<file path="src/rtl/demux1x4_reg.sv">
// Registered 1-to-4 demultiplexer with four single-entry valid/ready slots.
// Optional sticky stall flag (ovf/ovf_clr) enabled by defining DEMUX1X4_OVF_EN.
module demux1x4_reg #(
  parameter int unsigned WIDTH = 32
) (
  input  logic             clk,
  input  logic             rst,
  input  logic [WIDTH-1:0] in_data,
  input  logic [1:0]       ctrl,
  input  logic             in_valid,
  output logic             in_ready,
  output logic [WIDTH-1:0] A,
  output logic [WIDTH-1:0] B,
  output logic [WIDTH-1:0] C,
  output logic [WIDTH-1:0] D,
  output logic [3:0]       out_valid,
  input  logic [3:0]       out_ready
`ifdef DEMUX1X4_OVF_EN
  ,
  input  logic             ovf_clr,
  output logic             ovf
`endif
);

  localparam int unsigned NSLOT = 4;

  logic [NSLOT-1:0][WIDTH-1:0] data_q, data_d;
  logic [NSLOT-1:0]            full_q, full_d;
  logic [NSLOT-1:0]            load_c;
  logic                        accept_c;

  // Selected slot can take a word if empty or being drained this edge.
  assign in_ready = ~full_q[ctrl] | out_ready[ctrl];
  assign accept_c = in_valid & in_ready;
  assign load_c   = accept_c ? NSLOT'(4'b0001 << ctrl) : '0;

  // Per-slot next state: a load wins over a drain on the same slot.
  always_comb begin
    data_d = data_q;
    full_d = full_q;
    for (int k = 0; k < NSLOT; k++) begin
      if (load_c[k]) begin
        data_d[k] = in_data;
        full_d[k] = 1'b1;
      end else if (full_q[k] && out_ready[k]) begin
        full_d[k] = 1'b0;
      end
    end
  end

  always_ff @(posedge clk or posedge rst) begin
    if (rst) begin
      data_q <= '0;
      full_q <= '0;
    end else begin
      data_q <= data_d;
      full_q <= full_d;
    end
  end

  assign A         = data_q[0];
  assign B         = data_q[1];
  assign C         = data_q[2];
  assign D         = data_q[3];
  assign out_valid = full_q;

`ifdef DEMUX1X4_OVF_EN
  logic ovf_q, ovf_d;

  // Sticky stall flag; a set on the same edge as a clear takes priority.
  always_comb begin
    ovf_d = ovf_q;
    if (ovf_clr) ovf_d = 1'b0;
    if (in_valid && !in_ready) ovf_d = 1'b1;
  end

  always_ff @(posedge clk or posedge rst) begin
    if (rst) ovf_q <= 1'b0;
    else     ovf_q <= ovf_d;
  end

  assign ovf = ovf_q;
`endif

endmodule

</file>
<file path="config.mk">
export PLATFORM = sky130hd
export DESIGN_NAME = demux1x4_reg
export DESIGN_NICKNAME = d
export VERILOG_FILES = /design/src/rtl/demux1x4_reg.sv
export SDC_FILE = /design/constraint.sdc
export NUM_CORES = 1
export LEC_CHECK = 0
export BUFFER_PORTS_ARGS = -buffer_cell sky130_fd_sc_hd__buf_2
export CORE_MARGIN = 2
export CORE_UTILIZATION = 50
export CTS_CLUSTER_DIAMETER = 80
export DETAILED_ROUTE_END_ITERATION = 8
export PLACE_DENSITY = 0.8
export SYNTH_ARGS = -nofsm -noshare
export SYNTH_HDL_FRONTEND = slang
export SYNTH_SLANG_ARGS = --single-unit
</file>
<file path="constraint.sdc">
create_clock -name clk -period 8.1 [get_ports clk]
set_input_delay 0 -clock clk [delete_from_list [all_inputs] [get_ports clk]]
set_output_delay 0 -clock clk [all_outputs]
set_load 0.005 [all_outputs]
</file>
==> results of run 1 <==
## flip-flops by register name (all words and copies together) (netlist names)
register,count
B,32
D,32
out_valid,4
A,32
C,32
## stage by stage
stage	setup WS (ps)	cells	cell area, sq um	hold slack, ps
3_3_place_gp	6060	586	5930	152
3_5_place_dp	5920	586	5930	167
5_1_grt	5820	657	6910	194
6_report	5960	657	6910	136
2_1_floorplan	4570	293	4990	135
4_1_cts	5890	657	6910	165
## power groups by stage
| stage | clock, mW | combinational [mW] | sequential (mW) |
|---|---|---|---|
| after floorplan | 0 | 0.148 | 0.884 |
| after global placement | 0 | 0.339 | 0.867 |
| after detailed placement | 0 | 0.351 | 0.875 |
| after CTS | 0.744 | 0.369 | 0.865 |
| after global routing | 0.778 | 0.397 | 0.881 |
| final | 0.733 | 0.364 | 0.866 |
## layer usage
metal	routed length [um]	part of all wire (%)	track usage, %
met1	4710	41	26.2
met2	5760	51	37.4
met3	748	6.6	7.96
met4	166	1.5	7.43
met5	0	0	0
## what timing repair did
| action | in CTS | in global routing |
|---|---|---|
| endpoints found under the setup margin | 0 | 0 |
| endpoints found under the hold margin | 190 | 0 |
| gates resized for setup | 0 | 0 |
| hold buffers | 41 | 0 |
## synthesized netlist by cell type (2+ instances only)
master      n  area share (%)
buf_2       4            0.40
buf_4       4            0.60
buf_6       6             1.4
dfrtp_1   132              66
mux2_1      4            0.90
mux2_2    124              28
nand2_1     5            0.38
nand2b_1    4            0.50
nor2b_1     2            0.25
## final timing paths
| kind | end | cells past startpoint | slack [ps] | startpoint |
|---|---|---|---|---|
| worst max-delay path | C[13] | 4 | 5960 | out_valid[2] |
| worst min-delay path | B[19] | 3 | 140 | rst |
| worst max register to register | C[13] | 4 | 5960 | out_valid[2] |
| worst min register to register | C[11] | 1 | 480 | C[11] |
| max in group asynchronous | C[4] | 4 | 6590 | rst |
| min in group clk | B[24] | 3 | 300 | in_data[24] |
## cell type report
class | instances | area, sq um | share of cell area, %
clock inverters | 10 | 134 | 1.94
flip-flops and latches | 132 | 3300 | 47.8
clock buffers | 20 | 435 | 6.30
repair buffers | 216 | 1290 | 18.7
inverters | 1 | 6.26 | 0.0905
multi-input cells | 145 | 1580 | 22.8
well taps | 133 | 166 | 2.41
## kinds of logic after synthesis
| logic type | count (synthesis) |
|---|---|
| flip-flops | 132 |
| AND/OR/NAND/NOR | 15 |
| buffers and inverters | 16 |
| AO/OA/AOI/OAI | 1 |
| multiplexers | 129 |
## tightest hold or removal path: stages
cell and delay (ps):
dlygate4sd3_1 530, buf_2 130, inv_4 490
==> flow_summary_export.csv, run 1 <==
group,metric,value,unit
status,status,"completed",
setup_path,crit_buf_inv,1,
power,pwr-share-clk,37.3,%
global_routing,grt_max_degree,75,
logic_synthesis,ys.flop_type,"dfrtp_1",
cts,clock_sinks,132,
setup_path,worstSetupEndpointType,"register",
cells_and_area,final_nets,554,
cts,htree_levels,4,
floorplanning,core,0.00973,sq mm
setup_path,slowest_delay,750,ps
cells_and_area,final_cell_mix,"buf_2, dfrtp_1, mux2_2, dlygate4sd3_1, clkbuf_16",
setup_path,critPathArrivalTime,2540,ps
global_routing,grt_overflow,0,
logic_synthesis,syn_nets,334,
power,p_sw,0.481,mW
logic_synthesis,synth_edf_count,0,
cts,cts-root-buf,"clkbuf_8",
logic_synthesis,synthMuxAreaShare,29.3,%
route,drc_errors,0,
logic_synthesis,synth_top_family_by_area,"multiplexers",
cells_and_area,drive_above_1_share,63.5,%
power,p_seq_share,44.1,%
route,dr.pass1.iters,5,
sta,tightest_slew,1050,ps
setup_path,critPathKind,"register to register",
cts,cts_buffer_depth,2,
logic_synthesis,yosys.area_share.adder,0,%
route,wl,11400,um
setup_path,cpMaxStageDelayCell,"nor3b_4",
setup_path,crit_fanout,17,
worst_hold_path,hp-class,"input port to async pin",
sta,fin_crit_sh,26.4,%
route,drt_iter0_markers,102,
cells_and_area,mostFrequentLayoutCell,"buf_2",
sta,slew_viol_final,0,
logic_synthesis,syn_inst,293,
logic_synthesis,avgSynthCellArea,17.0,sq um
logic_synthesis,synth_cell_type_count,17,
route,routed_via_density,4.96,
cells_and_area,fin_util,71.0,%
setup_path,path_cells,"nand2b_1 > nor3b_4 > buf_4 > mux2_2",
sta,setup_viol,0,
logic_synthesis,synth_xor_xnor_area_share,0,%
route,antenna_left,0,
job,max_cap_viol_count,0,
setup_path,critPathLaunchType,"register",
placement,port_buffers,173,
logic_synthesis,ys_seq_area_share,66.2,%
cts,insertion_delay,520,ps
placement,gp_congestion,0.739,
power,power_leakage,3.29,nW
setup_path,crit_family,"simple AND/OR/NAND/NOR gates",
power,swShare,24.5,%
floorplanning,dieArea,0.0108,sq mm
setup_path,required,8500,ps
logic_synthesis,yosysWarnings,0,
cts,postCtsSetupRepairBufs,0,
power,pwr-share-comb,18.5,%
logic_synthesis,synthArstFlopShare,100,%
floorplanning,std_cell_rows,36,
floorplanning,die_w,104,um
sta,finalHoldViolCount,0,
sta,final.min_clock_period,2140,ps
floorplanning,start_util,51.3,%
cells_and_area,area_growth,38.5,%
sta,tns,0,ps
cts,cts_buffers,17,
global_routing,antenna_found_initial,0,
placement,dp_hpwl,7290,um
sta,fmax,0.468,GHz
logic_synthesis,ys_seq_elements,132,
power,power.density,284,mW/mm^2
sta,rsz0062_at_grt,"false",
route,vias,3257,
global_routing,grt_pass1_wl,18300,um
power,p_int,1.48,mW
cts,cts_tree,"done",
global_routing,track_usage,22.0,%
power,max-vdd-ir-drop,0.160,mV
logic_synthesis,synth-simple-area-share,1.83,%
power,total_power,1.96,mW
global_routing,first_global_vias,3576,
cells_and_area,antenna_cells,0,
sta,clock_skew,7.88,ps
logic_synthesis,syn-cell-area,0.00499,sq mm
route,drt-wirelength-per-cell,17.3,um
floorplanning,io_pins,174,
cells_and_area,fillers,688,
logic_synthesis,synth-compound-area-share,0.100,%
floorplanning,die_y,104,um
cts,clk_pin_slew_worst_paths,60,ps
sta,maxSlewHeadroom,30.0,%
No activity file was read; power rests on OpenSTA's default activity.
==> run 2, diff against run 1 <==
- clock period: 8.1 -> 2 ns (I/O delays scaled with it)
==> run 2 against run 1 <==
Compared with the run above: first-iteration DRC count fell by 14%; worst setup slack worse by 5500 ps; combinational power rose to 4.1 times the previous value; clock-buffer cell count is 3 higher; die area did not move.
==> flow_summary_export.csv, run 2 (same netlist as run 1, synthesis figures left out) <==
group,metric,value,unit
cts,cts_hold_buffers,41,
cells_and_area,mostFrequentLayoutCell,"buf_2",
setup_path,critPathKind,"register to output port",
status,status,"completed",
global_routing,grt.met1_usage,28.1,%
floorplanning,die_y,104,um
floorplanning,dieArea,0.0108,sq mm
power,total_power,8.10,mW
cts,clk_pin_slew_worst_paths,60,ps
sta,final.min_clock_period,1560,ps
cts,postCtsResizedCells,0,
power,power.density,1150,mW/mm^2
worst_hold_path,hp-class,"input port to async pin",
setup_path,path_cells,"nand2b_1 > mux4_2 > buf_2",
floorplanning,start_util,51.3,%
route,vias,3343,
setup_path,required,2000,ps
cts,cts_tree,"done",
placement,port_buffers,173,
route,drc_errors,0,
cts,cts-root-buf,"clkbuf_8",
placement,dp_cells,596,
route,antenna_left,0,
global_routing,grtUsageMet3,6.70,%
sta,slew_viol_final,0,
route,drt_iter0_markers,88,
cells_and_area,area_growth,41.5,%
job,max_cap_viol_count,0,
cts,htree_levels,4,
setup_path,critPathArrivalTime,1560,ps
placement,gp_congestion,0.789,
setup_path,slowest_delay,460,ps
power,max-vdd-ir-drop,0.585,mV
global_routing,grt_pass1_wl,19200,um
route,routed_via_density,5.00,
power,power_leakage,3.37,nW
cells_and_area,fin_util,72.6,%
route,wl,12000,um
sta,fin_crit_sh,78.1,%
cells_and_area,final_cell_mix,"buf_2, dfrtp_1, mux2_2, dlygate4sd3_1, clkbuf_16",
setup_path,critPathLaunchType,"register",
sta,setup_viol,0,
cts,cts_buffer_depth,2,
floorplanning,std_cell_rows,36,
cts,clock_sinks,132,
floorplanning,die_w,104,um
global_routing,grt-busiest-layer,"met2",
sta,tns,0,ps
placement,dp_hpwl,7790,um
route,drt-wirelength-per-cell,17.9,um
global_routing,grt_overflow,0,
setup_path,worstSetupEndpointType,"output port",
cells_and_area,final_nets,564,
sta,clock_skew,9.17,ps
sta,fmax,0.640,GHz
global_routing,grt_util_met2,39.0,%
sta,tightest_slew,789,ps
global_routing,grt_max_degree,37,
floorplanning,core,0.00973,sq mm
cells_and_area,final_cells,669,
cts,cts_buffers,17,
setup_path,cpMaxStageDelayCell,"mux4_2",
cells_and_area,drive_above_1_share,64.2,%
setup_path,crit_fanout,3,
global_routing,antenna_found_initial,0,
global_routing,first_global_vias,3656,
cts,insertion_delay,510,ps
setup_path,crit_buf_inv,1,
global_routing,track_usage,23.1,%
route,dr.pass1.iters,4,
sta,rsz0062_at_grt,"false",
cells_and_area,antenna_cells,0,
cts,postCtsSetupRepairBufs,0,
sta,finalHoldViolCount,0,
floorplanning,io_pins,174,
setup_path,crit_family,"multiplexers",
sta,maxSlewHeadroom,47.3,%
## run 2: cell count changes in the layout (fill, tap and decap cells not counted)
| cell | change |
|---|---|
| buf_12 | +4 |
| buf_4 | +6 |
| clkbuf_1 | +1 |
| clkbuf_8 | +2 |
| inv_4 | -1 |
## run 2: worst reg2reg max path, stage by stage (launching register included)
cell      delay (ps)
dfrtp_1          390
nand2b_1         110
nor3b_4          210
buf_4            330
mux2_2           400
## run 2: final cells by class
class / instances / area [sq um]
fill: 668 / 2670
tap: 133 / 166
inverter: 1 / 7.51
timing repair buffer: 226 / 1420
clock inverter: 9 / 126
sequential: 132 / 3300
clock buffer: 23 / 467
multi-input combinational: 145 / 1580
## run 2: path summary, 6_finish.rpt
kind | start | endpoint | slack, ps | cells after the start
setup / recovery | out_valid[3] | in_ready | 440 | 3
hold / removal | rst | A[0] | 190 | 3
setup reg to reg | out_valid[2] | C[1] | 440 | 4
hold reg to reg | C[4] | C[4] | 480 | 1
max in group asynchronous | rst | B[26] | 1110 | 4
min in group clk | in_data[24] | B[24] | 300 | 3
## run 2: per-layer routing
metal / vias to the layer above / wire (um)
met5: - / 0
met4: 0 / 274
met3: 25 / 671
met2: 130 / 6040
met1: 1694 / 5020
li1: 1494 / -
## run 2: report_power, final
part	internal, mW	switching [mW]	total [mW]
sequential	3.23	0.289	3.52
clock	1.99	1.08	3.07
combinational	0.891	0.613	1.50
## run 2: stage by stage
stage | area, sq um | worst slack, ps | hold slack [ps]
detailed placement | 6060 | 460 | 175
finish | 7060 | 438 | 190
CTS | 7060 | 409 | 180
global placement | 6060 | 486 | 165
floorplan | 4990 | 363 | 135
global route | 7060 | 321 | 227
==> run 3, diff against run 2 <==
- clock period: 2 -> 1.6 ns (I/O delays scaled with it)
==> run 3 against run 2 <==
Compared with the run above: hold slack got worse by 54 ps; first-iteration DRC count increased by 51%; flip-flop and latch count is the same; critical path type unchanged; highest routed layer unchanged; sequential power increased by 25%; clock power is 38% higher; core utilization increased by 1.3 points.
==> flow_summary_export.csv, run 3 (same netlist as run 1, synthesis figures left out) <==
group,metric,value,unit
status,status,"completed",
sta,clock_skew,6.05,ps
cts,cts-root-buf,"clkbuf_8",
setup_path,required,1600,ps
floorplanning,dieArea,0.0108,sq mm
sta,finalHoldViolCount,0,
cells_and_area,area_growth,44.1,%
setup_path,r2r_end,"D[20]",
sta,final.min_clock_period,1580,ps
sta,tightest_slew,388,ps
setup_path,startpoint,"out_valid[3]",
route,vias,3338,
route,drt_iter0_markers,133,
cells_and_area,drive_above_1_share,64.6,%
sta,fin_crit_sh,98.8,%
cts,insertion_delay,510,ps
cts,htree_levels,4,
placement,post-place-ws,149,ps
route,dr_wl_met3,796,um
global_routing,first_global_vias,3718,
route,dr.pass1.iters,4,
cts,clock_sinks,132,
cells_and_area,final_nets,565,
cts,cts_buffer_depth,2,
route,drt-wirelength-per-cell,17.6,um
floorplanning,std_cell_rows,36,
floorplanning,die_w,104,um
route,wl,11800,um
power,power_leakage,3.41,nW
setup_path,crit_fanout,2,
sta,setup_viol,0,
placement,gp_congestion,0.723,
setup_path,cp-endpoint,"in_ready",
cts,cts_tree,"done",
power,max-vdd-ir-drop,0.874,mV
cts,cts_buffers,17,
power,power.density,1460,mW/mm^2
sta,fin_ws,18.5,ps
setup_path,reg2reg_from,"out_valid[3]",
setup_path,critPathKind,"register to output port",
global_routing,antenna_found_initial,0,
setup_path,worst-r2r-cell-count,5,
global_routing,grt_overflow,0,
cts,clk_pin_slew_worst_paths,60,ps
floorplanning,core,0.00973,sq mm
route,drc_errors,0,
setup_path,critPathLaunchType,"register",
global_routing,track_usage,23.1,%
job,max_cap_viol_count,0,
sta,rsz0062_at_grt,"true",
sta,tns,0,ps
global_routing,grt_max_degree,75,
setup_path,worstSetupEndpointType,"output port",
cells_and_area,final_cell_mix,"buf_2, dfrtp_1, mux2_2, dlygate4sd3_1, clkbuf_16",
floorplanning,die_y,104,um
route,routed_via_density,4.98,
global_routing,grt_pass1_wl,19300,um
sta,fmax,0.632,GHz
floorplanning,start_util,51.3,%
worst_hold_path,hp-class,"input port to async pin",
placement,port_buffers,173,
route,antenna_left,0,
route,highest_layer,"met4",
route,routed-wl-met2,5950,um
route,m1WireLength,4740,um
cells_and_area,antenna_cells,0,
setup_path,r2r_setup_slack,130,ps
sta,maxSlewHeadroom,74.1,%
cells_and_area,mostFrequentLayoutCell,"buf_2",
setup_path,critPathArrivalTime,1580,ps
placement,dp_hpwl,7580,um
sta,slew_viol_final,0,
floorplanning,io_pins,174,
-- run 3: critical path: stages (launching register included) --
cell      delay (ps)
dfrtp_1          360
nand2b_1          80
mux4_2           490
buf_6            140
-- run 3: layer usage --
metal | up-vias | GRT usage [%]
met5 | - | 0
met4 | 0 | 9.94
met3 | 27 | 7.58
met2 | 133 | 39.1
met1 | 1686 | 27.1
li1 | 1492 | -
-- run 3: metrics by stage --
step                      hold slack, ps  total power [mW]  utilization (%)  cell area, sq um  instances
after detailed placement             141              6.25             62.6              6090        594
after global placement               134              6.14             62.6              6090        594
after floorplan                      135              5.23                -              4990        293
after CTS                            135              10.6             73.8              7180        669
final                                136              10.5             73.9              7190        670
after global routing                 175              11.0             73.9              7190        670
-- run 3: worst min path at each step --
stage / to / slack (ps) / startpoint / cells after the start
floorplan: B[24] / 130 / in_data[24] / 1
global placement: A[0] / 130 / rst / 3
detailed placement: A[0] / 140 / rst / 3
CTS: A[0] / 140 / rst / 4
global route: B[0] / 170 / rst / 4
finish: A[0] / 140 / rst / 4
-- run 3: power by group --
group,switching (mW),internal [mW]
Sequential,0.352,4.03
Combinational,0.772,1.13
Clock,1.42,2.82
Total,2.54,7.98
-- run 3: cell type report --
| cell class | count | area (sq um) |
|---|---|---|
| tap | 133 | 166 |
| clock inverter | 11 | 199 |
| sequential | 132 | 3300 |
| clock buffer | 21 | 459 |
| fill | 667 | 2540 |
| multi-input combinational | 145 | 1580 |
| inverter | 1 | 7.51 |
| timing repair buffer | 227 | 1480 |
-- run 3: repair_timing --
item | in CTS | in global routing
endpoints found under the hold margin | 264 | 0
gates resized for setup | 0 | 1
buffers inserted | 2 | 1
hold buffers | 41 | 0
endpoints found under the setup margin | 1 | 1
